[src/rtl/alu_pkg.sv]
// Shared types and widths for the ALU issue stage.
//   XLEN           datapath width of operands/results
//   REG_AW         register index width (index 0 reads as zero)
//   alu_op_e       3-bit ALU opcode
//   stage_state_e  occupancy state of the ID/EX register
package alu_pkg;
  localparam int XLEN   = 32;
  localparam int REG_AW = 5;

  typedef enum logic [2:0] {
    ALU_ADD = 3'b000,
    ALU_SUB = 3'b001,
    ALU_MUL = 3'b010,
    ALU_DIV = 3'b011
  } alu_op_e;

  typedef enum logic [1:0] {
    ST_EMPTY  = 2'd0,
    ST_FULL   = 2'd1,
    ST_BUBBLE = 2'd2
  } stage_state_e;
endpackage

[src/rtl/alu_issue_stage_if.sv]
// Bundle of every non-clock signal of the issue stage.
//   master : decode / forwarding sources / ALU side (drives requests, out_ready)
//   slave  : the issue stage itself
interface alu_issue_stage_if;
  import alu_pkg::*;

  logic              flush;
  logic              in_valid;
  logic              in_ready;
  alu_op_e           in_opcode;
  logic [REG_AW-1:0] in_rs1;
  logic [REG_AW-1:0] in_rs2;
  logic [REG_AW-1:0] in_rd;
  logic [XLEN-1:0]   in_rs1_data;
  logic [XLEN-1:0]   in_rs2_data;
  logic [XLEN-1:0]   in_imm;
  logic              in_use_imm;
  logic              in_is_load;
  logic              exmem_valid;
  logic [REG_AW-1:0] exmem_rd;
  logic [XLEN-1:0]   exmem_result;
  logic              memwb_valid;
  logic [REG_AW-1:0] memwb_rd;
  logic [XLEN-1:0]   memwb_result;
  logic              out_valid;
  logic              out_ready;
  logic [XLEN-1:0]   operandA;
  logic [XLEN-1:0]   operandB;
  alu_op_e           opcode;
  logic [REG_AW-1:0] out_rd;
  logic              out_is_load;
  logic              out_div_zero;

  modport master (
    output flush, in_valid, in_opcode, in_rs1, in_rs2, in_rd, in_rs1_data,
           in_rs2_data, in_imm, in_use_imm, in_is_load, exmem_valid, exmem_rd,
           exmem_result, memwb_valid, memwb_rd, memwb_result, out_ready,
    input  in_ready, out_valid, operandA, operandB, opcode, out_rd,
           out_is_load, out_div_zero
  );

  modport slave (
    input  flush, in_valid, in_opcode, in_rs1, in_rs2, in_rd, in_rs1_data,
           in_rs2_data, in_imm, in_use_imm, in_is_load, exmem_valid, exmem_rd,
           exmem_result, memwb_valid, memwb_rd, memwb_result, out_ready,
    output in_ready, out_valid, operandA, operandB, opcode, out_rd,
           out_is_load, out_div_zero
  );
endinterface

[src/rtl/operand_fwd_mux.sv]
// Operand bypass selector for one source register.
//   rs_i                      source index (0 always yields 0)
//   reg_data_i                value held in the stage register
//   exmem_valid_i/_rd_i/_result_i  youngest producer (highest priority)
//   memwb_valid_i/_rd_i/_result_i  older producer
//   value_o                   resolved operand
module operand_fwd_mux
  import alu_pkg::*;
(
  input  logic [REG_AW-1:0] rs_i,
  input  logic [XLEN-1:0]   reg_data_i,
  input  logic              exmem_valid_i,
  input  logic [REG_AW-1:0] exmem_rd_i,
  input  logic [XLEN-1:0]   exmem_result_i,
  input  logic              memwb_valid_i,
  input  logic [REG_AW-1:0] memwb_rd_i,
  input  logic [XLEN-1:0]   memwb_result_i,
  output logic [XLEN-1:0]   value_o
);

  // A match against rs_i != 0 implies the producer rd is also non-zero.
  always_comb begin
    value_o = reg_data_i;
    if (rs_i == '0) begin
      value_o = '0;
    end else if (exmem_valid_i && (exmem_rd_i == rs_i)) begin
      value_o = exmem_result_i;
    end else if (memwb_valid_i && (memwb_rd_i == rs_i)) begin
      value_o = memwb_result_i;
    end
  end

endmodule

[src/rtl/alu_issue_stage.sv]
// ID/EX register in front of the ALU: holds one decoded instruction,
// bypasses operands from EX/MEM and MEM/WB, inserts a one-cycle load-use
// bubble and flags divide-by-zero at issue.
//   clk  rising-edge clock
//   rst  asynchronous active-high reset
//   bus  alu_issue_stage_if.slave (decode in, forwarding in, ALU out)
//
//   state     | meaning
//   ST_EMPTY  | nothing held, out_valid low
//   ST_FULL   | instruction held and offered to the ALU
//   ST_BUBBLE | load-use gap: load just left, dependent may be accepted now
module alu_issue_stage
  import alu_pkg::*;
(
  input  logic              clk,
  input  logic              rst,
  alu_issue_stage_if.slave  bus
);

  stage_state_e      state_q, state_d;
  alu_op_e           opcode_q;
  logic [REG_AW-1:0] rd_q, rs1_q, rs2_q;
  logic              is_load_q, use_imm_q;
  logic [XLEN-1:0]   opa_q, opb_q;

  logic              out_valid, in_ready, hazard;
  logic              load_en, refresh_en;
  logic [XLEN-1:0]   fwd_a, fwd_b, operand_b;

  // The held load's result is not yet available to anything reading it now.
  assign hazard = (state_q == ST_FULL) && is_load_q && (rd_q != '0) &&
                  ((rd_q == bus.in_rs1) || (!bus.in_use_imm && (rd_q == bus.in_rs2)));

  always_ff @(posedge clk or posedge rst) begin
    if (rst) begin
      state_q <= ST_EMPTY;
    end else begin
      state_q <= state_d;
    end
  end

  always_comb begin
    state_d = state_q;
    if (bus.flush) begin
      state_d = ST_EMPTY;
    end else begin
      case (state_q)
        ST_EMPTY, ST_BUBBLE: state_d = bus.in_valid ? ST_FULL : ST_EMPTY;
        ST_FULL: begin
          if (bus.out_ready) begin
            if (hazard)            state_d = ST_BUBBLE;
            else if (bus.in_valid) state_d = ST_FULL;
            else                   state_d = ST_EMPTY;
          end
        end
        default: state_d = ST_EMPTY;
      endcase
    end
  end

  always_comb begin
    out_valid = (state_q == ST_FULL);
    in_ready  = !hazard && (!out_valid || bus.out_ready);
  end

  assign load_en    = bus.in_valid && in_ready && !bus.flush;
  // While stalled, capture the bypassed values so they survive the producer
  // leaving the pipeline.
  assign refresh_en = out_valid && !bus.out_ready && !bus.flush;

  always_ff @(posedge clk or posedge rst) begin
    if (rst) begin
      opcode_q  <= ALU_ADD;
      rd_q      <= '0;
      rs1_q     <= '0;
      rs2_q     <= '0;
      is_load_q <= 1'b0;
      use_imm_q <= 1'b0;
      opa_q     <= '0;
      opb_q     <= '0;
    end else if (load_en) begin
      opcode_q  <= bus.in_opcode;
      rd_q      <= bus.in_rd;
      rs1_q     <= bus.in_rs1;
      rs2_q     <= bus.in_rs2;
      is_load_q <= bus.in_is_load;
      use_imm_q <= bus.in_use_imm;
      opa_q     <= bus.in_rs1_data;
      opb_q     <= bus.in_use_imm ? bus.in_imm : bus.in_rs2_data;
    end else if (refresh_en) begin
      opa_q <= fwd_a;
      opb_q <= operand_b;
    end
  end

  operand_fwd_mux u_fwd_a (
    .rs_i          (rs1_q),
    .reg_data_i    (opa_q),
    .exmem_valid_i (bus.exmem_valid),
    .exmem_rd_i    (bus.exmem_rd),
    .exmem_result_i(bus.exmem_result),
    .memwb_valid_i (bus.memwb_valid),
    .memwb_rd_i    (bus.memwb_rd),
    .memwb_result_i(bus.memwb_result),
    .value_o       (fwd_a)
  );

  operand_fwd_mux u_fwd_b (
    .rs_i          (rs2_q),
    .reg_data_i    (opb_q),
    .exmem_valid_i (bus.exmem_valid),
    .exmem_rd_i    (bus.exmem_rd),
    .exmem_result_i(bus.exmem_result),
    .memwb_valid_i (bus.memwb_valid),
    .memwb_rd_i    (bus.memwb_rd),
    .memwb_result_i(bus.memwb_result),
    .value_o       (fwd_b)
  );

  // Immediates bypass the forwarding network entirely.
  assign operand_b = use_imm_q ? opb_q : fwd_b;

  assign bus.out_valid    = out_valid;
  assign bus.in_ready     = in_ready;
  assign bus.operandA     = fwd_a;
  assign bus.operandB     = operand_b;
  assign bus.opcode       = opcode_q;
  assign bus.out_rd       = rd_q;
  assign bus.out_is_load  = is_load_q;
  assign bus.out_div_zero = out_valid && (opcode_q == ALU_DIV) && (operand_b == '0);

endmodule
[src/flat_wrapper.sv]
// flat-port wrapper written by rule: the top's interface ports become plain ports
module alu_issue_stage_flat import alu_pkg::*;
  (clk, rst, bus_flush, bus_in_valid, bus_in_opcode, bus_in_rs1, bus_in_rs2, bus_in_rd, bus_in_rs1_data, bus_in_rs2_data, bus_in_imm, bus_in_use_imm, bus_in_is_load, bus_exmem_valid, bus_exmem_rd, bus_exmem_result, bus_memwb_valid, bus_memwb_rd, bus_memwb_result, bus_out_ready, bus_in_ready, bus_out_valid, bus_operandA, bus_operandB, bus_opcode, bus_out_rd, bus_out_is_load, bus_out_div_zero);
  alu_issue_stage_if bus_i ();
  input  logic clk;
  input  logic rst;
  input wire logic [$bits(bus_i.flush)-1:0] bus_flush;
  input wire logic [$bits(bus_i.in_valid)-1:0] bus_in_valid;
  input wire logic [$bits(bus_i.in_opcode)-1:0] bus_in_opcode;
  input wire logic [$bits(bus_i.in_rs1)-1:0] bus_in_rs1;
  input wire logic [$bits(bus_i.in_rs2)-1:0] bus_in_rs2;
  input wire logic [$bits(bus_i.in_rd)-1:0] bus_in_rd;
  input wire logic [$bits(bus_i.in_rs1_data)-1:0] bus_in_rs1_data;
  input wire logic [$bits(bus_i.in_rs2_data)-1:0] bus_in_rs2_data;
  input wire logic [$bits(bus_i.in_imm)-1:0] bus_in_imm;
  input wire logic [$bits(bus_i.in_use_imm)-1:0] bus_in_use_imm;
  input wire logic [$bits(bus_i.in_is_load)-1:0] bus_in_is_load;
  input wire logic [$bits(bus_i.exmem_valid)-1:0] bus_exmem_valid;
  input wire logic [$bits(bus_i.exmem_rd)-1:0] bus_exmem_rd;
  input wire logic [$bits(bus_i.exmem_result)-1:0] bus_exmem_result;
  input wire logic [$bits(bus_i.memwb_valid)-1:0] bus_memwb_valid;
  input wire logic [$bits(bus_i.memwb_rd)-1:0] bus_memwb_rd;
  input wire logic [$bits(bus_i.memwb_result)-1:0] bus_memwb_result;
  input wire logic [$bits(bus_i.out_ready)-1:0] bus_out_ready;
  output wire logic [$bits(bus_i.in_ready)-1:0] bus_in_ready;
  output wire logic [$bits(bus_i.out_valid)-1:0] bus_out_valid;
  output wire logic [$bits(bus_i.operandA)-1:0] bus_operandA;
  output wire logic [$bits(bus_i.operandB)-1:0] bus_operandB;
  output wire logic [$bits(bus_i.opcode)-1:0] bus_opcode;
  output wire logic [$bits(bus_i.out_rd)-1:0] bus_out_rd;
  output wire logic [$bits(bus_i.out_is_load)-1:0] bus_out_is_load;
  output wire logic [$bits(bus_i.out_div_zero)-1:0] bus_out_div_zero;
  assign bus_i.flush = bus_flush;
  assign bus_i.in_valid = bus_in_valid;
  assign bus_i.in_opcode = bus_in_opcode;
  assign bus_i.in_rs1 = bus_in_rs1;
  assign bus_i.in_rs2 = bus_in_rs2;
  assign bus_i.in_rd = bus_in_rd;
  assign bus_i.in_rs1_data = bus_in_rs1_data;
  assign bus_i.in_rs2_data = bus_in_rs2_data;
  assign bus_i.in_imm = bus_in_imm;
  assign bus_i.in_use_imm = bus_in_use_imm;
  assign bus_i.in_is_load = bus_in_is_load;
  assign bus_i.exmem_valid = bus_exmem_valid;
  assign bus_i.exmem_rd = bus_exmem_rd;
  assign bus_i.exmem_result = bus_exmem_result;
  assign bus_i.memwb_valid = bus_memwb_valid;
  assign bus_i.memwb_rd = bus_memwb_rd;
  assign bus_i.memwb_result = bus_memwb_result;
  assign bus_i.out_ready = bus_out_ready;
  assign bus_in_ready = bus_i.in_ready;
  assign bus_out_valid = bus_i.out_valid;
  assign bus_operandA = bus_i.operandA;
  assign bus_operandB = bus_i.operandB;
  assign bus_opcode = bus_i.opcode;
  assign bus_out_rd = bus_i.out_rd;
  assign bus_out_is_load = bus_i.out_is_load;
  assign bus_out_div_zero = bus_i.out_div_zero;
  alu_issue_stage u_core (.clk(clk), .rst(rst), .bus(bus_i));
endmodule
[config.mk]
export PLATFORM = sky130hd
export DESIGN_NAME = alu_issue_stage_flat
export DESIGN_NICKNAME = d
export VERILOG_FILES = /design/src/rtl/alu_pkg.sv /design/src/rtl/alu_issue_stage_if.sv /design/src/rtl/operand_fwd_mux.sv /design/src/rtl/alu_issue_stage.sv /design/src/flat_wrapper.sv
export SDC_FILE = /design/constraint.sdc
export NUM_CORES = 1
export LEC_CHECK = 0
export CAP_MARGIN = 10
export CORE_UTILIZATION = 58
export DETAILED_ROUTE_END_ITERATION = 7
export DONT_BUFFER_PORTS = 1
export GPL_ROUTABILITY_DRIVEN = 0
export GPL_TIMING_DRIVEN = 0
export MAX_ROUTING_LAYER = met4
export PLACE_DENSITY = 0.72
export SETUP_SLACK_MARGIN = 0.05
export SLEW_MARGIN = 20
export SYNTH_ARGS = -nofsm -noshare
export SYNTH_HDL_FRONTEND = slang
export SYNTH_SLANG_ARGS = --single-unit
[constraint.sdc]
create_clock -name clk -period 5.7 [get_ports clk]
set_clock_uncertainty 0.2 [all_clocks]
set_input_delay 1.71 -clock clk [delete_from_list [all_inputs] [get_ports clk]]
set_output_delay 1.71 -clock clk [all_outputs]
set_load 0.02 [all_outputs]
---- Word-level counts from Yosys, hierarchy flattened ----
Index checks and enable logic that the tools add are counted.
storage, ports and cells
  flip-flop bits (word level) ............. 86
  input port bits ......................... 197
  output and inout bits ................... 76
  word-level logic and storage cells ...... 65
cells by class
  equality and inequality tests ........... 10
  multiplexer cells ....................... 17
  reductions and logical operators ........ 29
operators with widths
  operator              count
  $mux W32              12
  $logic_not A32 Y1     1
  $eq A5 B5 Y1          6
  $logic_and A1 B1 Y1   15
  $logic_not A5 Y1      2
  $mux W2               3
  $logic_not A1 Y1      5
  $reduce_bool A5 Y1    1
  $pmux W2 S2           1
  $eq A3 B2 Y1 const B  1
  $ne A3 B3 Y1 const B  1
  $eq A2 B1 Y1 const B  1
  $eq A2 B2 Y1 const B  1
  $logic_not A2 Y1      1
  $logic_or A1 B1 Y1    2
  $reduce_bool A2 Y1    1
  $reduce_or A2 Y1      1
  $mux W1               1

---- Logic depth before layout (Yosys ltp) ----
  word-level depth ........................ 9
  gate-level depth with buffers ........... 11
  mapped depth without buffers ............ 8

---- By module ----
A second synthesis with hierarchy kept.
second synthesis, totals
  cells, all modules ...................... 819
  area total of the unflattened synthesis .. 7,480.9 sq um
by module, submodules not included
  module           times used  cells each  area each (sq um)
  alu_issue_stage  1           427         4,973.5
  operand_fwd_mux  2           196         1,253.7

---- Worst setup path after synthesis ----
No wires, ideal clock.
  path kind ............................... input to output
  from .................................... input bus_exmem_rd[1]
  to ...................................... output bus_out_div_zero
  data arrival time ....................... 4.069 ns
  slack ................................... -0.279 ns
  cell stages on the path ................. 9
  path through ............................ xor2_1 nor4_2 nand3_2 clkbuf_1 or2_2 a32oi_1 inv_1 or4_1 nor4_2
between the ends
  longest elaborated chain between the ends .. 7
ends and longest elaborated chain
  what                  RTL line                text
  start, declared       flat_wrapper.sv:19      input wire logic [$bits(bus_i.exmem_rd)-1:0] bus_exmem_rd;
  $eq A5 B5 Y1          operand_fwd_mux.sv:26   end else if (exmem_valid_i && (exmem_rd_i == rs_i)) begin
  $logic_and A1 B1 Y1   operand_fwd_mux.sv:26
  $mux W32              operand_fwd_mux.sv:26
  $mux W32              operand_fwd_mux.sv:24   if (rs_i == '0) begin
  $mux W32              alu_issue_stage.sv:121  assign operand_b = use_imm_q ? opb_q : fwd_b;
  via bus_operandB[12]  flat_wrapper.sv:28      output wire logic [$bits(bus_i.operandB)-1:0] bus_operandB;
  $logic_not A32 Y1     alu_issue_stage.sv:130  assign bus.out_div_zero = out_valid && (opcode_q == ALU_DIV) && (operand_b == '0);
  $logic_and A1 B1 Y1   alu_issue_stage.sv:130
  end, declared         flat_wrapper.sv:32      output wire logic [$bits(bus_i.out_div_zero)-1:0] bus_out_div_zero;
The timed path passes the listed nets, and every way through them passes these cells.

---- Worst setup path in the final report ----
  from .................................... input bus_exmem_rd[1]
  to ...................................... output bus_out_div_zero
between the ends
  longest elaborated chain between the ends .. 7
ends and longest elaborated chain
  what                 RTL line
  $eq A5 B5 Y1         operand_fwd_mux.sv:26
  $logic_and A1 B1 Y1  operand_fwd_mux.sv:26
  $mux W32             operand_fwd_mux.sv:26
  $mux W32             operand_fwd_mux.sv:24
  $mux W32             alu_issue_stage.sv:121
  $logic_not A32 Y1    alu_issue_stage.sv:130
  $logic_and A1 B1 Y1  alu_issue_stage.sv:130
Every way passes these cells.

==> run summary <==
Syn-to-layout area delta: 15.4%
first-pass iteration count of the detailed router: 5
WP data arrival: 4.38 ns
Mean Syn Cell Area: 8.48 µm²
htree depth: 3
top post-synthesis cells by area: dfrtp_1, mux2i_1, nand2_1, a221o_1, o221ai_1
die height: 105 µm
Tot Pwr: 2.32 mW
Synth Instances: 728
largest net degree at the start of global routing: 54
nets@finish: 947
reg2reg start: u_core.bus.out_rd[0]$_DFFE_PP0P_
I/O pins: 273
Die Area: 0.0111 mm²
Vias: 6,266
Worst R2R Path Depth: 10
final worst path period share: 110%
mux contribution to synthesized area: 11.7%
failing checks: setup timing
Hold Crit Start: u_core.opa_q[23]$_DFFE_PP0P_
worst vdd ir: 0.203 mV
Final setup viols: 1
hold_ws: 0.325 ns
worst-path maximum fanout: 6
largest area contributor in the netlist: dfrtp_1
DR iter-0 viols: 812
min Tclk post-route: 6.29 ns
Port Buffers: 0
RSZ-0062 raised after global routing: true
mapped cell area: 0.00617 mm²
root buffer cell: clkbuf_8
Seq/Total Area, Yosys: 34.9%
Die Wd: 105 µm
cell with the most instances after synthesis: nand2_1
vias in the first global route: 6,158
status: complete, but fails checks
fraction of registers with async set or reset after synthesis: 100%
hold path endpoint: u_core.opa_q[23]$_DFFE_PP0P_
fin. max-slew vios: 0
initial antenna violation count: 0
worst stage delay on the critical path: 0.60 ns
simple-gate share of the synthesized area: 16.8%
power density over cell area: 326 mW/mm²
slowest library cell on the worst path: or4_4
Crit Path Category: in2out
crit path capture type: output pin
Top FF cell, synth: dfrtp_1
Post-DP HPWL: 16,700 µm
Post-Synth XOR/XNOR Area: 4.26%
hold_buf cts: 0
DRT Wirelength: 23,000 µm
fraction of layout instances using a drive strength above 1: 16.0%
Post-synth EDFFs: 0
synth warn: 0
R2R setup slack: 2.04 ns
Total GRT Usage: 42.2%
final setup TNS: -0.589 ns
Yosys reg bits: 86
share of Yosys cell area claimed by the top area cell type: 34.9%
Post-route DRC: 0
first-pass GRT wire length: 34,300 µm
clock buffer count from CTS: 9
Clk Latency, worst-skew pair: 0.40 ns
Placed Cells: 865
CTS tree: built
Adder-Cell Fraction of Synth Area: 0%
Starting Density: 59.8%
antenna viol nets, final: 0
Hold Crit Class: reg2reg
Worst setup SP type: input pin
Post-Syn Nets: 925
crit path cell chain: xor2_2 > nor4_2 > buf_4 > nand3_4 > buf_6 > clkbuf_16 > or2_4 > a32oi_2 > nand4_1 > or4_4 > nor4_4
slack of the critical path: -0.589 ns
Hold Fails Final Rpt: 0
Overflow after GRT: 0
antenna diode count: 0
top post-synthesis cells by count: nand2_1, dfrtp_1, mux2i_1
DR vias/cell: 7.03
post-synthesis compound-gate area fraction: 24.9%
row cnt: 37
reg-to-reg endpoint: u_core.opa_q[14]$_DFFE_PP0P_
# clock sinks: 86
fmax: 159 MHz
largest family of logic cells by synthesized area: compound AO/OA/AOI/OAI gates
Util after Layout: 69.0%
non-filler cells in the finished layout: 891
Max-Cap Viols: 0
Synth cell types: 37
relative slew slack: 18.1%
Worst-path clk slew: 0.09 ns
Leak Pwr: 3.09 nW
CTS Buffer Depth: 2
core area: 0.0103 mm²
worst path required time: 3.79 ns
hold depth: 1
DR WL/cell: 25.8 µm
worst-margin pin slew: 1.22 ns
## routing by layer
| layer | track usage, % | up-vias | wire [µm] |
|---|---|---|---|
| met1 | 50.9 | 3045 | 8570 |
| met5 | - | - | 0 |
| met2 | 65.7 | 468 | 10900 |
| li1 | - | 2680 | - |
| met4 | 16.7 | 0 | 816 |
| met3 | 13.3 | 73 | 2750 |
## area by class of cell
cell class | count | area, µm²
Clock inverter | 5 | 57.6
Buffer | 62 | 288
Clock buffer | 11 | 151
Tap cell | 136 | 170
Inverter | 58 | 220
Timing Repair Buffer | 11 | 111
Fill cell | 842 | 3200
Multi-Input combinational cell | 522 | 3970
Sequential cell | 86 | 2150
## flip-flops by register name, indices dropped and copies added, names as in the netlist
register and count:
u_core.rs2_q 5, u_core.state_q 2, u_core.bus.opcode 3, u_core.use_imm_q 1, u_core.rs1_q 5, u_core.opb_q 32, u_core.opa_q 32, u_core.bus.out_is_load 1
u_core.bus.out_rd 5
## cells in the final DEF (no fill, tap or decap), types with 4 or more instances in the layout
cell type,netlist,layout
nand2_1,95,95
dfrtp_1,86,86
mux2i_1,72,72
inv_1,58,55
clkbuf_1,52,45
nor2_1,38,38
o21ai_0,38,36
o221ai_1,32,32
nor2b_1,31,31
a221o_1,31,31
a211oi_2,0,28
o211ai_1,20,20
a21oi_1,18,16
xor2_1,16,15
xnor2_1,14,14
a32oi_2,0,13
or2_2,14,11
clkbuf_8,0,11
nand4_1,9,9
buf_4,0,9
buf_2,9,5
o211a_1,5,5
nor3_1,4,4
clkbuf_2,0,4
a2bb2oi_2,0,4
or2_1,4,4
a32oi_1,19,4
a211oi_4,0,4
## cells by family after synthesis
group,after synthesis
buffers and inverters,121
AOI/OAI and AO/OA,202
and+or+nand+nor,217
muxes,72
DFF,86
xor gates and xnor gates,30
## worst max-delay path: cells and delay by family
| family | cells | cell delay [ns] |
|---|---|---|
| and+or+nand+nor | 6 | 1.80 |
| buffers and inverters | 3 | 0.49 |
| AOI/OAI and AO/OA | 1 | 0.25 |
| xor gates and xnor gates | 1 | 0.13 |
## power breakdown
group,switching [mW],internal [mW]
clock network,0.246,0.227
registers,0.119,0.725
logic,0.647,0.356
total,1.01,1.31
## through the flow
step                instance area (µm²)  setup slack [ns]
floorplan                          6260            -0.162
global placement                   6430            -0.704
detailed placement                 6450            -0.697
CTS                                7070            -0.448
global route                       7120            -0.611
finish                             7120            -0.589
## worst max path at each step
stage                             to  slack (ns)  cells past startpoint             from
floorplan           bus_out_div_zero       -0.16                      9  bus_exmem_rd[0]
global placement    bus_out_div_zero       -0.70                     10  bus_exmem_rd[0]
detailed placement  bus_out_div_zero       -0.70                     10  bus_exmem_rd[0]
CTS                 bus_out_div_zero       -0.45                     11  bus_exmem_rd[1]
global route        bus_out_div_zero       -0.61                      9  bus_memwb_rd[1]
finish              bus_out_div_zero       -0.59                     11  bus_exmem_rd[1]
## timing repair
item                                    CTS  global route
endpoints found under the setup margin   34            37
pin swaps                                13             4
buffers inserted                         10             0
resized for setup                        55            14
gates cloned                              1             0
Power figures use the tool's default switching activity.
